==> config.mk <==
export PLATFORM = sky130hd
export DESIGN_NAME = demux_channel_sequencer
export DESIGN_NICKNAME = d
export VERILOG_FILES = /design/src/rtl/demux_channel_sequencer.sv
export SDC_FILE = /design/constraint.sdc
export NUM_CORES = 1
export LEC_CHECK = 0
export ABC_CLOCK_PERIOD_IN_PS = 1600
export BUFFER_PORTS_ARGS = -buffer_cell sky130_fd_sc_hd__buf_2
export CELL_PAD_IN_SITES_DETAIL_PLACEMENT = 0
export CELL_PAD_IN_SITES_GLOBAL_PLACEMENT = 1
export CORE_MARGIN = 3
export CORE_UTILIZATION = 37
export CTS_CLUSTER_SIZE = 28
export DETAILED_ROUTE_END_ITERATION = 16
export PLACE_DENSITY = 0.73
export SYNTH_ARGS = -nofsm -noshare
export SYNTH_HDL_FRONTEND = slang
export SYNTH_SLANG_ARGS = --single-unit
==> constraint.sdc <==
create_clock -name clk -period 1.6 [get_ports clk]
set_input_delay 0.16 -clock clk [delete_from_list [all_inputs] [get_ports clk]]
set_output_delay 0.16 -clock clk [all_outputs]
set_load 0.005 [all_outputs]
==> src/rtl/demux_channel_sequencer.sv <==
// Round-robin channel sequencer feeding a 1-to-8 bit demux from a valid/ready serial stream.
// Optional one-cycle guard state after each channel advance: define SEQ_GAP_EN.
module demux_channel_sequencer #(
   parameter int unsigned NUM_CH = 8,
   parameter int unsigned DWELL  = 4
) (
   input  logic       clk,
   input  logic       rst_n,
   input  logic       enable,
   input  logic       frame_start,
   input  logic       in_valid,
   input  logic       in_data,
   output logic       in_ready,
   output logic       dmx_in,
   output logic [3:0] dmx_sel,
   output logic       dmx_valid,
   output logic       frame_done,
   output logic [2:0] ch_active
);

`ifdef SEQ_GAP_EN
   typedef enum logic [1:0] {StIdle, StRun, StGap} state_e;
`else
   typedef enum logic [1:0] {StIdle, StRun} state_e;
`endif

   localparam logic [2:0] LastCh  = 3'(NUM_CH - 1);
   localparam logic [7:0] LastBit = 8'(DWELL - 1);

   state_e     state_q, state_d;
   logic [2:0] ch_q, ch_d;
   logic [7:0] bit_q, bit_d;
   logic       dmx_in_q, dmx_in_d;
   logic [2:0] dmx_sel_q, dmx_sel_d;
   logic       dmx_valid_q, dmx_valid_d;
   logic       frame_done_q, frame_done_d;
   logic       in_ready_q, in_ready_d;

   logic       accept;
   logic       advance;
   logic [2:0] ch_base;
   logic [7:0] bit_base;

   assign accept = in_valid & in_ready_q;

   always_comb begin
      // frame_start clears the counters before the same-cycle accept is routed
      ch_base      = frame_start ? 3'd0 : ch_q;
      bit_base     = frame_start ? 8'd0 : bit_q;
      ch_d         = ch_base;
      bit_d        = bit_base;
      advance      = 1'b0;
      frame_done_d = 1'b0;
      dmx_valid_d  = accept;
      dmx_in_d     = accept & in_data;
      dmx_sel_d    = accept ? ch_base : dmx_sel_q;
      if (accept) begin
         if (bit_base == LastBit) begin
            bit_d   = 8'd0;
            advance = 1'b1;
            if (ch_base == LastCh) begin
               ch_d         = 3'd0;
               frame_done_d = 1'b1;
            end else begin
               ch_d = ch_base + 3'd1;
            end
         end else begin
            bit_d = bit_base + 8'd1;
         end
      end

      state_d = state_q;
      case (state_q)
         StIdle: state_d = enable ? StRun : StIdle;
         StRun: begin
            state_d = enable ? StRun : StIdle;
`ifdef SEQ_GAP_EN
            if (advance) state_d = StGap;
`endif
         end
`ifdef SEQ_GAP_EN
         StGap: state_d = enable ? StRun : StIdle;
`endif
         default: state_d = StIdle;
      endcase
      in_ready_d = (state_d == StRun);
   end

   always_ff @(posedge clk or negedge rst_n) begin
      if (!rst_n) begin
         state_q      <= StIdle;
         ch_q         <= 3'd0;
         bit_q        <= 8'd0;
         dmx_in_q     <= 1'b0;
         dmx_sel_q    <= 3'd0;
         dmx_valid_q  <= 1'b0;
         frame_done_q <= 1'b0;
         in_ready_q   <= 1'b0;
      end else begin
         state_q      <= state_d;
         ch_q         <= ch_d;
         bit_q        <= bit_d;
         dmx_in_q     <= dmx_in_d;
         dmx_sel_q    <= dmx_sel_d;
         dmx_valid_q  <= dmx_valid_d;
         frame_done_q <= frame_done_d;
         in_ready_q   <= in_ready_d;
      end
   end

   assign in_ready   = in_ready_q;
   assign dmx_in     = dmx_in_q;
   assign dmx_sel    = {1'b0, dmx_sel_q};
   assign dmx_valid  = dmx_valid_q;
   assign frame_done = frame_done_q;
   assign ch_active  = ch_q;

endmodule

==> run metrics, run 1 <==
ANT cells 0; Final Critical Period 1476 ps; predominant post-synthesis flop cell dfrtp_1; crit path max fanout 4; # rows 17; Setup CP Type reg2reg; Power Internal 0.5772 mW; TritonCTS Sinks 18; initial antenna violation count 0; Synth area leaders dfrtp_1 (50%), mux2_2 (8.8%), nor2b_1 (4.9%), ha_1 (4.2%), nand2_1 (2.9%); Finished Layout Cells 135; Pwr Density 704.9 nW/um2; Logic pwr share 7.9%; switching pwr 0.1752 mW; CP Cell Sequence nand2b_1, inv_1, ha_1, and3_1, nand3_1, mux2_2; via count 685; DRT iter0 DRCs 10; DRT antenna net count 0; Placer Congestion 0.7157; Tot Pwr 0.7524 mW; cells after synthesis 85; run status completed; Final Core Density 47.34%; ys async rst share 100.0%; GRT Total Usage 14.04%; Worst setup SP type flop; Placed Instances 130; peak supply drop 373.1 uV; CTS tree built; vias in the first global route 659; M1 WL 800 um; RSZ-0062 raised after global routing false; largest net degree at the start of global routing 19; Layout area overhead 19.63%; Root Buffer clkbuf_4; Via density 5.074; maximum operating frequency 0.6776 GHz; Max Buffers Root-to-Sink 2; final net count 118; Fin. Hold Viols 0; DRT Pass-1 Iters 2; die width 55.10 um; clock transition at the registers of the reported paths 100 ps; Final WS setup 124.2 ps; Worst-Skew Late Latency 290 ps; Max stage delay on crit path 370 ps; Post-synth EDFFs 0; Sw Ratio 23.28%; # IOs 17; Pleak 0.5616 nW; global-route wire length before repair 2994 um; wire length on met2 849 um; Req. time, crit path 1780 ps; postcts setup bufs 0; HPWL after DPL 1311 um; Resized Gates After CTS 0; CP endpoint kind flop; IO buf count 15; DR DRC count 0; H-Tree Depth 1; CP Data Arrival Time 1660 ps; total die area 3036 um2; Post-Syn Area 892.1 um2; met3 wire len 77 um; # setup viols final 0; core area 2255 um2; post-route setup TNS 0 ps; Hold Crit Class in2reg; Ys Warns 0; Yosys cell types 29; Synth Register Bits 18; fin crit share 92.24%; Wirelength per Cell 12.95 um; largest area contributor in the netlist dfrtp_1; post-synth top area share 50.49%; Worst path slowest cell dfrtp_1; gr ovfl total 0; r2r worst-path depth 6; clk_skew 3.274 ps; Die Y 55.10 um; Mapped Nets 94; FILL cells 222; DR top layer met4; cell area after placement 1025 um2; Clock power frac 30.0%; sequential share of the synthesized area 50.49%; Max Cap Viol 0; hold_buf cts 2; ratio of cells with drive above 1 in the final layout 31.78%; Finished Cell Area 1067 um2; Avg Cell Area, Syn 10.50 um2; post-place setup slack 142.6 ps; Min Hold Slack 93.16 ps; Reg power frac 62.1%; Slew Limit Fails 0; Worst Hold Depth 2; Num CTS Buffers 3; initial core utilization 39.57%; Total Wirelength 1748 um
[state kept, by name, summed over array words and instances (netlist names)]
signal      count
dmx_sel_q       3
state_q         1
dmx_valid       1
dmx_in          1
ch_active       3
bit_q           8
frame_done      1
[power by group through the flow]
stage	logic, mW	registers, mW	clock network (mW)
2_1_floorplan	0.0245	0.476	0
3_3_place_gp	0.0565	0.476	0
3_5_place_dp	0.0563	0.476	0
4_1_cts	0.0604	0.467	0.233
5_1_grt	0.0675	0.468	0.254
6_report	0.0594	0.467	0.226
[Yosys cell counts (2+ instances only)]
library cell	number
inv_1	3
mux2_2	7
nand3_1	3
a211oi_1	2
ha_1	3
nor2b_1	7
nand2b_1	3
nor4_1	3
and3_1	3
clkbuf_1	2
nor2_1	7
nand2_1	7
dfrtp_1	18
a21oi_1	2
[critical path, delay by kind of cell, from the launching register on]
family	cells	cell delay [ps]
adder cells (fa/ha/maj)	1	200
buffers and inverters	1	60
flip-flops	1	370
multiplexers	1	340
AND/OR/NAND/NOR	3	410
[cell families after synthesis]
logic type / synth area share [%]
xor+xnor: 0.9819
compound gates: 7.012
buf+inv: 2.946
flops: 50.49
mux: 9.958
fa+ha+maj: 4.208
other cells: 0.4204
simple gates: 23.98
[metal layers]
metal | track usage (%) | vias to the layer above
met1 | 16.72 | 327
met2 | 24.02 | 15
met4 | 6.073 | 0
met5 | 0 | -
li1 | - | 339
met3 | 3.217 | 4
[final cells by class]
class                   count  area, um2  share of cell area [%]
flip-flops and latches     18      450.4                   42.20
multi-input cells          61      415.4                   38.92
repair buffers             22      132.6                   12.43
well taps                  28      35.03                   3.283
clock buffers               3      22.52                   2.110
inverters                   3      11.26                   1.055
[worst paths after layout]
kind                       slack, ps         start           end
hold / removal                    90       in_data        dmx_in
max in group asynchronous        980         rst_n     dmx_valid
setup / recovery                 120      bit_q[0]      bit_q[6]
hold reg to reg                  500  dmx_sel_q[1]  dmx_sel_q[1]
min in group asynchronous        330         rst_n      bit_q[2]
setup reg to reg                 120      bit_q[0]      bit_q[6]
[cells in the final DEF, fill, tap and decap left out, types with 3 or more instances in the layout]
cell type  netlist  routed
nor4_1           3       3
mux2_2           7       7
buf_4            1       5
ha_1             3       3
nor2_1           7       7
nand2b_1         3       3
nand3_1          3       3
nand2_1          7       7
dfrtp_1         18      18
nor2b_1          7       7
inv_1            3       3
and3_1           3       3
clkbuf_4         0       3
buf_2            0      15
No activity file was read; power rests on OpenSTA's default activity.
==> run 2, diff against run 1 <==
Settings changed: CELL_PAD_IN_SITES_DETAIL_PLACEMENT 0 to not set, CELL_PAD_IN_SITES_GLOBAL_PLACEMENT 1 to not set, CORE_ASPECT_RATIO set to 0.75, CORE_UTILIZATION 37 to 45, PLACE_DENSITY 0.73 to 0.7.
==> run 2 against run 1 <==
Clock-buffer cell count grew 1. Maximum frequency shrank 2.8%. Total power grew 7.4%. Critical path type unchanged.
==> run metrics, run 2 (synthesis gave the netlist of run 1 again) <==
run status completed; Die Y 44.56 um (-19%); CTS tree built; core area 1805 um2 (-20%); worst-case register-to-register setup slack 80 ps (-40 ps); clk_skew 6.265 ps (+2.991 ps); Resized Gates After CTS 0 (unchanged); Pwr Density 753.0 nW/um2 (+6.8%); peak supply drop 517.8 uV (+39%); FILL cells 159 (-28%); Top reg by flops bit_q; H-Tree Depth 1 (unchanged); Final Critical Period 1518 ps (+41.94 ps); # setup viols final 0 (unchanged); Setup CP Type reg2reg; postcts setup bufs 0 (unchanged); ratio of cells with drive above 1 in the final layout 32.41% (+0.63 points); Pleak 0.5687 nW (+1.3%); gr ovfl total 0 (unchanged); Num CTS Buffers 3 (unchanged); final net count 118 (unchanged); Worst-Skew Late Latency 300 ps (about the same); Req. time, crit path 1790 ps (about the same); DRT antenna net count 0 (unchanged); Slew Limit Fails 0 (unchanged); Max Cap Viol 0 (unchanged); DR DRC count 0 (unchanged); GRT Total Usage 15.07% (+1.0 points); DRT Pass-1 Iters 4 (+2); hold_buf cts 2 (unchanged); # IOs 17 (unchanged); TritonCTS Sinks 18 (unchanged); Min Hold Slack 105.7 ps (+12.53 ps); via count 701 (+2.3%); HPWL after DPL 1300 um (-0.84%); total die area 2558 um2 (-16%); Fin. Hold Viols 0 (unchanged); commonest non-fill, non-tap cell in the layout dfrtp_1; Total Wirelength 1693 um (-3.1%); RSZ-0062 raised after global routing false; initial core utilization 49.41% (+9.8 points); Wirelength per Cell 13.02 um (+0.58%); CP endpoint kind flop; vias in the first global route 622 (-5.6%); Hold Crit Class in2reg; clock transition at the registers of the reported paths 110 ps (about the same); Root Buffer clkbuf_4; Layout area overhead 20.34%; Placer Congestion 0.8176 (+14%); die width 57.41 um (+4.2%); CP Data Arrival Time 1710 ps (+50 ps); Largest register FFs 8 (unchanged); most frequent cells in the layout dfrtp_1 (18), buf_2 (15); Least-Margin Pin Slew 493.0 ps; IO buf count 15 (unchanged); post-route setup TNS 0 ps (unchanged); Slew headroom 66.83%; global-route wire length before repair 2870 um (-4.1%); ANT cells 0 (unchanged); largest net degree at the start of global routing 19 (unchanged); DRT iter0 DRCs 3 (-7); initial antenna violation count 0 (unchanged); crit path max fanout 4 (unchanged); Worst setup SP type flop; fin crit share 94.86% (+2.6 points); # rows 13 (-4); Via density 5.392 (+6.3%); Max Buffers Root-to-Sink 2 (unchanged); maximum operating frequency 0.6589 GHz (-2.8%)
run 2: changes by cell type in the layout (fill, tap and decap cells not counted), sizes merged:
cell    before  now
clkbuf       3    4
run 2: metrics by stage:
stage / setup WS, ps / util, % / cells / cell area (um2) / total power, mW
global placement: 131.7 / 56.34 / 124 / 1017 / 0.5307
finish: 82.24 / 59.46 / 130 / 1074 / 0.8083
floorplan: 68.40 / - / 85 / 892.1 / 0.5006
CTS: 83.20 / 59.46 / 130 / 1074 / 0.8164
detailed placement: 117.5 / 56.34 / 124 / 1017 / 0.5316
global route: 27.58 / 59.46 / 130 / 1074 / 0.8491
run 2: layout make-up:
type	instances	area [um2]	share of cell area (%)
multi-input combinational	61	415.4	38.69
timing repair buffer	22	132.6	12.35
clock buffer	4	36.28	3.380
sequential	18	450.4	41.96
inverter	3	11.26	1.049
tap	22	27.53	2.564
run 2: critical path, stage by stage, from the launching register on:
cell,delay [ps]
dfrtp_1,380
nand2b_1,130
inv_1,60
ha_1,200
and3_1,180
nand3_1,110
mux2_2,330
run 2: metal layers:
layer	wire length, um	global-route usage (%)
met1	833	20.04
met2	724	23.20
met3	118	5.539
met4	17	4.167
met5	0	0
run 2: worst paths after layout:
path,start,endpoint,cells past startpoint
worst max-delay path,bit_q[0],bit_q[4],6
worst min-delay path,in_data,dmx_in,2
worst max register to register,bit_q[0],bit_q[4],6
worst min register to register,dmx_sel_q[1],dmx_sel_q[1],2
max in group asynchronous,rst_n,bit_q[7],2
min in group asynchronous,rst_n,dmx_in,2
run 2: where the power goes:
part | internal (mW) | switching, mW
logic | 0.0262 | 0.0323
registers | 0.463 | 0.00387
clock network | 0.139 | 0.144
